===== config.mk =====
export PLATFORM = sky130hd
export DESIGN_NAME = pellet_ctrl
export DESIGN_NICKNAME = d
export VERILOG_FILES = /design/src/rtl/pellet_ctrl.sv
export SDC_FILE = /design/constraint.sdc
export NUM_CORES = 1
export LEC_CHECK = 0
export ABC_AREA = 1
export CAP_MARGIN = 20
export CORE_UTILIZATION = 35
export CTS_CLUSTER_DIAMETER = 40
export DETAILED_ROUTE_END_ITERATION = 7
export DONT_BUFFER_PORTS = 1
export PLACE_DENSITY = 0.59
export SYNTH_ARGS = -nofsm -noshare
export SYNTH_HDL_FRONTEND = slang
export SYNTH_SLANG_ARGS = --single-unit
export TNS_END_PERCENT = 100

===== constraint.sdc =====
create_clock -name clk -period 3.05 [get_ports clk]
set_input_delay 0.61 -clock clk [delete_from_list [all_inputs] [get_ports clk]]
set_output_delay 0.61 -clock clk [all_outputs]
set_load 0.05 [all_outputs]

===== src/rtl/pellet_ctrl.sv =====
// Maze-side pellet, score and fright-timer controller; sources the power_pellet pulse.
// Optional ghost combo scoring (x1/x2/x4/x8) is built when PELLET_CTRL_GHOST_COMBO_EN is defined.
module pellet_ctrl #(
   parameter int TOTAL_PELLETS = 244,
   parameter int FRIGHT_CYCLES = 600,
   parameter int WARN_CYCLES   = 120,
   parameter int SCORE_W       = 20,
   parameter int DOT_PTS       = 10,
   parameter int POWER_PTS     = 50,
   parameter int GHOST_PTS     = 200,
   localparam int PL_W         = $clog2(TOTAL_PELLETS + 1)
) (
   input  logic               clk,
   input  logic               reset_n,
   input  logic               level_start,
   input  logic               eat_dot,
   input  logic               eat_power,
   input  logic               ghost_eaten,
   output logic               power_pellet,
   output logic               frightened,
   output logic               fright_warn,
   output logic [SCORE_W-1:0] score,
   output logic [PL_W-1:0]    pellets_left,
   output logic               level_clear
);

   localparam int TM_W = $clog2(FRIGHT_CYCLES + 1);

   typedef enum logic [1:0] {IDLE, NORMAL, FRIGHT, CLEAR} state_t;

   state_t             state_q, state_d;
   logic [TM_W-1:0]    timer_q, timer_d;
   logic [PL_W-1:0]    pellets_d;
   logic [SCORE_W-1:0] score_d;
   logic               pulse_d;
   logic [31:0]        inc;
   logic [31:0]        ghost_val;
`ifdef PELLET_CTRL_GHOST_COMBO_EN
   logic [1:0]         combo_q, combo_d;
`endif

   // Score never wraps: any carry out of SCORE_W bits pins it at all-ones.
   function automatic logic [SCORE_W-1:0] sat_add(input logic [SCORE_W-1:0] a,
                                                   input logic [31:0]        b);
      logic [SCORE_W+32:0] s;
      s = (SCORE_W+33)'(a) + (SCORE_W+33)'(b);
      if (s[SCORE_W+32:SCORE_W] != '0) return '1;
      return s[SCORE_W-1:0];
   endfunction

`ifdef PELLET_CTRL_GHOST_COMBO_EN
   assign ghost_val = 32'(GHOST_PTS) << combo_q;
`else
   assign ghost_val = 32'(GHOST_PTS);
`endif

   always_comb begin
      state_d   = state_q;
      timer_d   = timer_q;
      pellets_d = pellets_left;
      score_d   = score;
      pulse_d   = 1'b0;
      inc       = '0;
`ifdef PELLET_CTRL_GHOST_COMBO_EN
      combo_d   = combo_q;
`endif
      if (level_start) begin
         pellets_d = PL_W'(TOTAL_PELLETS);
         timer_d   = '0;
         state_d   = NORMAL;
`ifdef PELLET_CTRL_GHOST_COMBO_EN
         combo_d   = '0;
`endif
      end else if (state_q == NORMAL || state_q == FRIGHT) begin
         if (state_q == FRIGHT) begin
            if (ghost_eaten) begin
               inc = ghost_val;
`ifdef PELLET_CTRL_GHOST_COMBO_EN
               combo_d = (combo_q == 2'd3) ? 2'd3 : combo_q + 2'd1;
`endif
            end
            if (timer_q == TM_W'(1)) begin
               state_d = NORMAL;
               timer_d = '0;
            end else begin
               timer_d = timer_q - TM_W'(1);
            end
         end
         // Power beats a same-cycle dot; the dot is simply dropped.
         if (pellets_left != '0 && (eat_power || eat_dot)) begin
            pellets_d = pellets_left - PL_W'(1);
            if (eat_power) begin
               inc     = inc + 32'(POWER_PTS);
               timer_d = TM_W'(FRIGHT_CYCLES);
               state_d = FRIGHT;
               pulse_d = 1'b1;
`ifdef PELLET_CTRL_GHOST_COMBO_EN
               combo_d = '0;
`endif
            end else begin
               inc = inc + 32'(DOT_PTS);
            end
            // Last pellet ends the level and cancels any fright, pulse included.
            if (pellets_left == PL_W'(1)) begin
               state_d = CLEAR;
               timer_d = '0;
               pulse_d = 1'b0;
            end
         end
         score_d = sat_add(score, inc);
      end
   end

   always_ff @(posedge clk or negedge reset_n) begin
      if (!reset_n) begin
         state_q      <= IDLE;
         timer_q      <= '0;
         pellets_left <= '0;
         score        <= '0;
         power_pellet <= 1'b0;
         frightened   <= 1'b0;
         fright_warn  <= 1'b0;
         level_clear  <= 1'b0;
`ifdef PELLET_CTRL_GHOST_COMBO_EN
         combo_q      <= '0;
`endif
      end else begin
         state_q      <= state_d;
         timer_q      <= timer_d;
         pellets_left <= pellets_d;
         score        <= score_d;
         power_pellet <= pulse_d;
         frightened   <= (state_d == FRIGHT);
         fright_warn  <= (state_d == FRIGHT) && (timer_d <= TM_W'(WARN_CYCLES));
         level_clear  <= (state_d == CLEAR);
`ifdef PELLET_CTRL_GHOST_COMBO_EN
         combo_q      <= combo_d;
`endif
      end
   end

endmodule


==> impl_metrics.json <==
{
  "synthFlopType": "dfrtp_1",
  "report.final.hold_viol_count": 0,
  "skew_ns": 0.00964,
  "endpoint_kind": "flip-flop",
  "cts_tree": "built",
  "synthArstFlopShare_pct": 100,
  "cts_max_level": 2,
  "clk_pin_slew_ns": 0.09,
  "slew-limit-headroom_pct": 19.8,
  "post-dp-hpwl_mm": 4.98,
  "regArea_um2": 1100,
  "synthDistinctLibCells": 33,
  "synth_nets": 411,
  "r2r_slack_ns": 0.16,
  "clock_latency_ns": 0.30,
  "gr-total-overflow": 0,
  "critPathKind": "flip-flop to flip-flop",
  "core_area_um2": 7770,
  "power.leakage_nw": 1.68,
  "die_h_um": 92.0,
  "wire_per_inst_um": 13.1,
  "drc": 0,
  "fillCellCount": 797,
  "cp.arrival_ns": 3.13,
  "via_count": 2553,
  "syn_area_um2": 2840,
  "p_total_mw": 2.90,
  "port_buffers": 0,
  "worstReg2RegStart": "state_q[0]",
  "finalCriticalPeriod_ns": 2.89,
  "initial_core_util_pct": 36.5,
  "io_pins": 38,
  "numCtsBuffers": 5,
  "path_delay_family": "simple AND/OR/NAND/NOR gates",
  "grt_antenna_before_repair": 0,
  "yosys_warnings": 0,
  "layout-drive-gt1-share_pct": 15.6,
  "ir_worst_vdd_mv": 0.567,
  "critical_path_buf_inv_count": 6,
  "die_x_um": 92.0,
  "synth_commonest_cells": "nand2_1, inv_1, nor2_1",
  "fin_nets": 438,
  "cp_max_fo": 5,
  "yosys.area.top_type": "dfrtp_1",
  "grt_max_degree": 38,
  "ys_seq_area_share_pct": 38.8,
  "grt_pass1_wl_mm": 11.5,
  "drv_slew": 0,
  "drtAntennaViolNets": 0,
  "wl_mm": 6.76,
  "synth_area_per_cell_um2": 7.31,
  "fin_util_pct": 42.6,
  "finalSetupViolCount": 0,
  "clockBufferDepth": 2,
  "max_freq_ghz": 0.346,
  "drt_iter0_drc": 138,
  "antenna_cells": 0,
  "die_area_um2": 8460,
  "multi_input_area_um2": 1580,
  "r2r_cells": 20,
  "cts_sinks": 44,
  "drt_pre_antenna_iters": 5,
  "synth-edff-count": 0,
  "synth_most_common_cell": "nand2_1",
  "power_density_nw_per_um2": 877,
  "tightest_slew_ns": 1.19,
  "synth_area_leaders": "dfrtp_1, nand2_1, ha_1, inv_1, nor2_1",
  "grt_use_total_pct": 16.7,
  "setup_tns_ns": 0,
  "cts_root_buffer": "clkbuf_8",
  "vias_per_cell": 4.93,
  "globalplace.congestion": 0.842,
  "synthCells": 388,
  "area.growth.synth_to_final_pct": 16.7,
  "synth-seq-cells": 44,
  "synth_top_area_share_pct": 38.8,
  "outcome": "finished, final reports clean",
  "fin_area_um2": 3310,
  "drv_cap": 0,
  "hold_class": "primary input to asynchronous set/reset pin",
  "r2r-end": "score[16]",
  "cpMostUsedCell": "inv_1",
  "num_rows": 32,
  "setup.worst_path.start_class": "flip-flop",
  "cpMaxStageDelayCell": "dfrtp_1",
  "cp_data_required_time_ns": 3.28,
  "crit_chain": "inv_1 -> ha_1 -> nand2_1 -> inv_1 -> ha_1 -> nand2_1 -> xor2_1 -> inv_1 -> a21oi_1 -> inv_1 -> ha_4 -> nand2_1 -> nor2_1 -> nand3_1 -> o2111ai_2 -> nand2_2 -> inv_4 -> buf_4 -> nand4_1 -> nand3_2",
  "slowest_delay_ns": 0.38,
  "fin_crit_sh_pct": 94.8,
  "grt_pass1_vias": 2430,
  "dpl_cell_area_um2": 3090
}
metal layers:
metal	GRT usage [%]	part of all wire (%)
met2	27.0	46
met1	22.7	49
met3	3.57	4.5
met4	3.78	1.1
met5	0	0
where the power goes:
group	switching (mW)	total (mW)	internal [mW]
logic	0.876	1.36	0.482
clock network	0.216	0.402	0.186
registers	0.408	1.14	0.735
total	1.50	2.90	1.40
worst max path at each step:
stage	from	endpoint	slack [ns]	cells past startpoint
2_1_floorplan	pellets_left[1]	score[16]	0.03	22
3_3_place_gp	pellets_left[1]	score[18]	-0.0006	21
3_5_place_dp	pellets_left[1]	score[15]	-0.13	21
4_1_cts	pellets_left[1]	score[16]	0.05	21
5_1_grt	state_q[0]	score[12]	-0.03	20
6_report	state_q[0]	score[16]	0.16	20
timing repair:
| item | 4_1_cts | 5_1_grt |
|---|---|---|
| setup endpoints to repair | 11 | 20 |
| hold buffers | 2 | 0 |
| hold endpoints to repair | 37 | 0 |
| cloned | 0 | 1 |
| gates resized for setup | 2 | 14 |
| buffers inserted | 0 | 1 |
cells by family (layout without fill, tap and decap cells):
| family | count (synthesis) | in the layout | synth area share (%) |
|---|---|---|---|
| xor gates and xnor gates | 10 | 10 | 3.09 |
| and+or+nand+nor | 207 | 208 | 32.3 |
| AOI/OAI and AO/OA | 48 | 48 | 9.84 |
| DFF | 44 | 44 | 38.8 |
| buffers and inverters | 62 | 89 | 8.38 |
| adders and majority gates | 17 | 17 | 7.50 |
through the flow:
stage | hold WS [ns] | setup slack (ns) | std cells
CTS | 0.140 | 0.0456 | 516
finish | 0.131 | 0.159 | 518
global route | 0.138 | -0.0285 | 518
detailed placement | 0.316 | -0.131 | 506
floorplan | 0.314 | 0.0320 | 388
global placement | 0.316 | -0.000571 | 506
flip-flops by register name (all words and copies together) (netlist names):
name and count:
fright_warn 1, frightened 1, level_clear 1, pellets_left 8
power_pellet 1, score 20, state_q 2, timer_q 10
cell usage in the layout (no fill, tap or decap), types with 3 or more instances in the layout:
cell type / n
inv_2: 3
nand2_2: 6
xnor2_1: 5
nand3_2: 5
nand4_1: 8
xor2_1: 5
clkbuf_8: 6
nand3_1: 29
ha_1: 16
dfrtp_1: 42
nand3_4: 3
nand2_1: 93
nor2_1: 46
o21ai_2: 3
nor2_2: 5
o21ai_0: 15
buf_4: 20
a21oi_1: 19
inv_1: 54
nor3_1: 5
cell type report:
class	instances	share of cell area, %
multi-input combinational	283	47.6
sequential	44	33.3
inverter	59	6.81
timing repair buffer	22	5.44
tap	102	3.86
clock buffer	6	2.50
clock inverter	2	0.416
(Power assumes the default switching activity.)
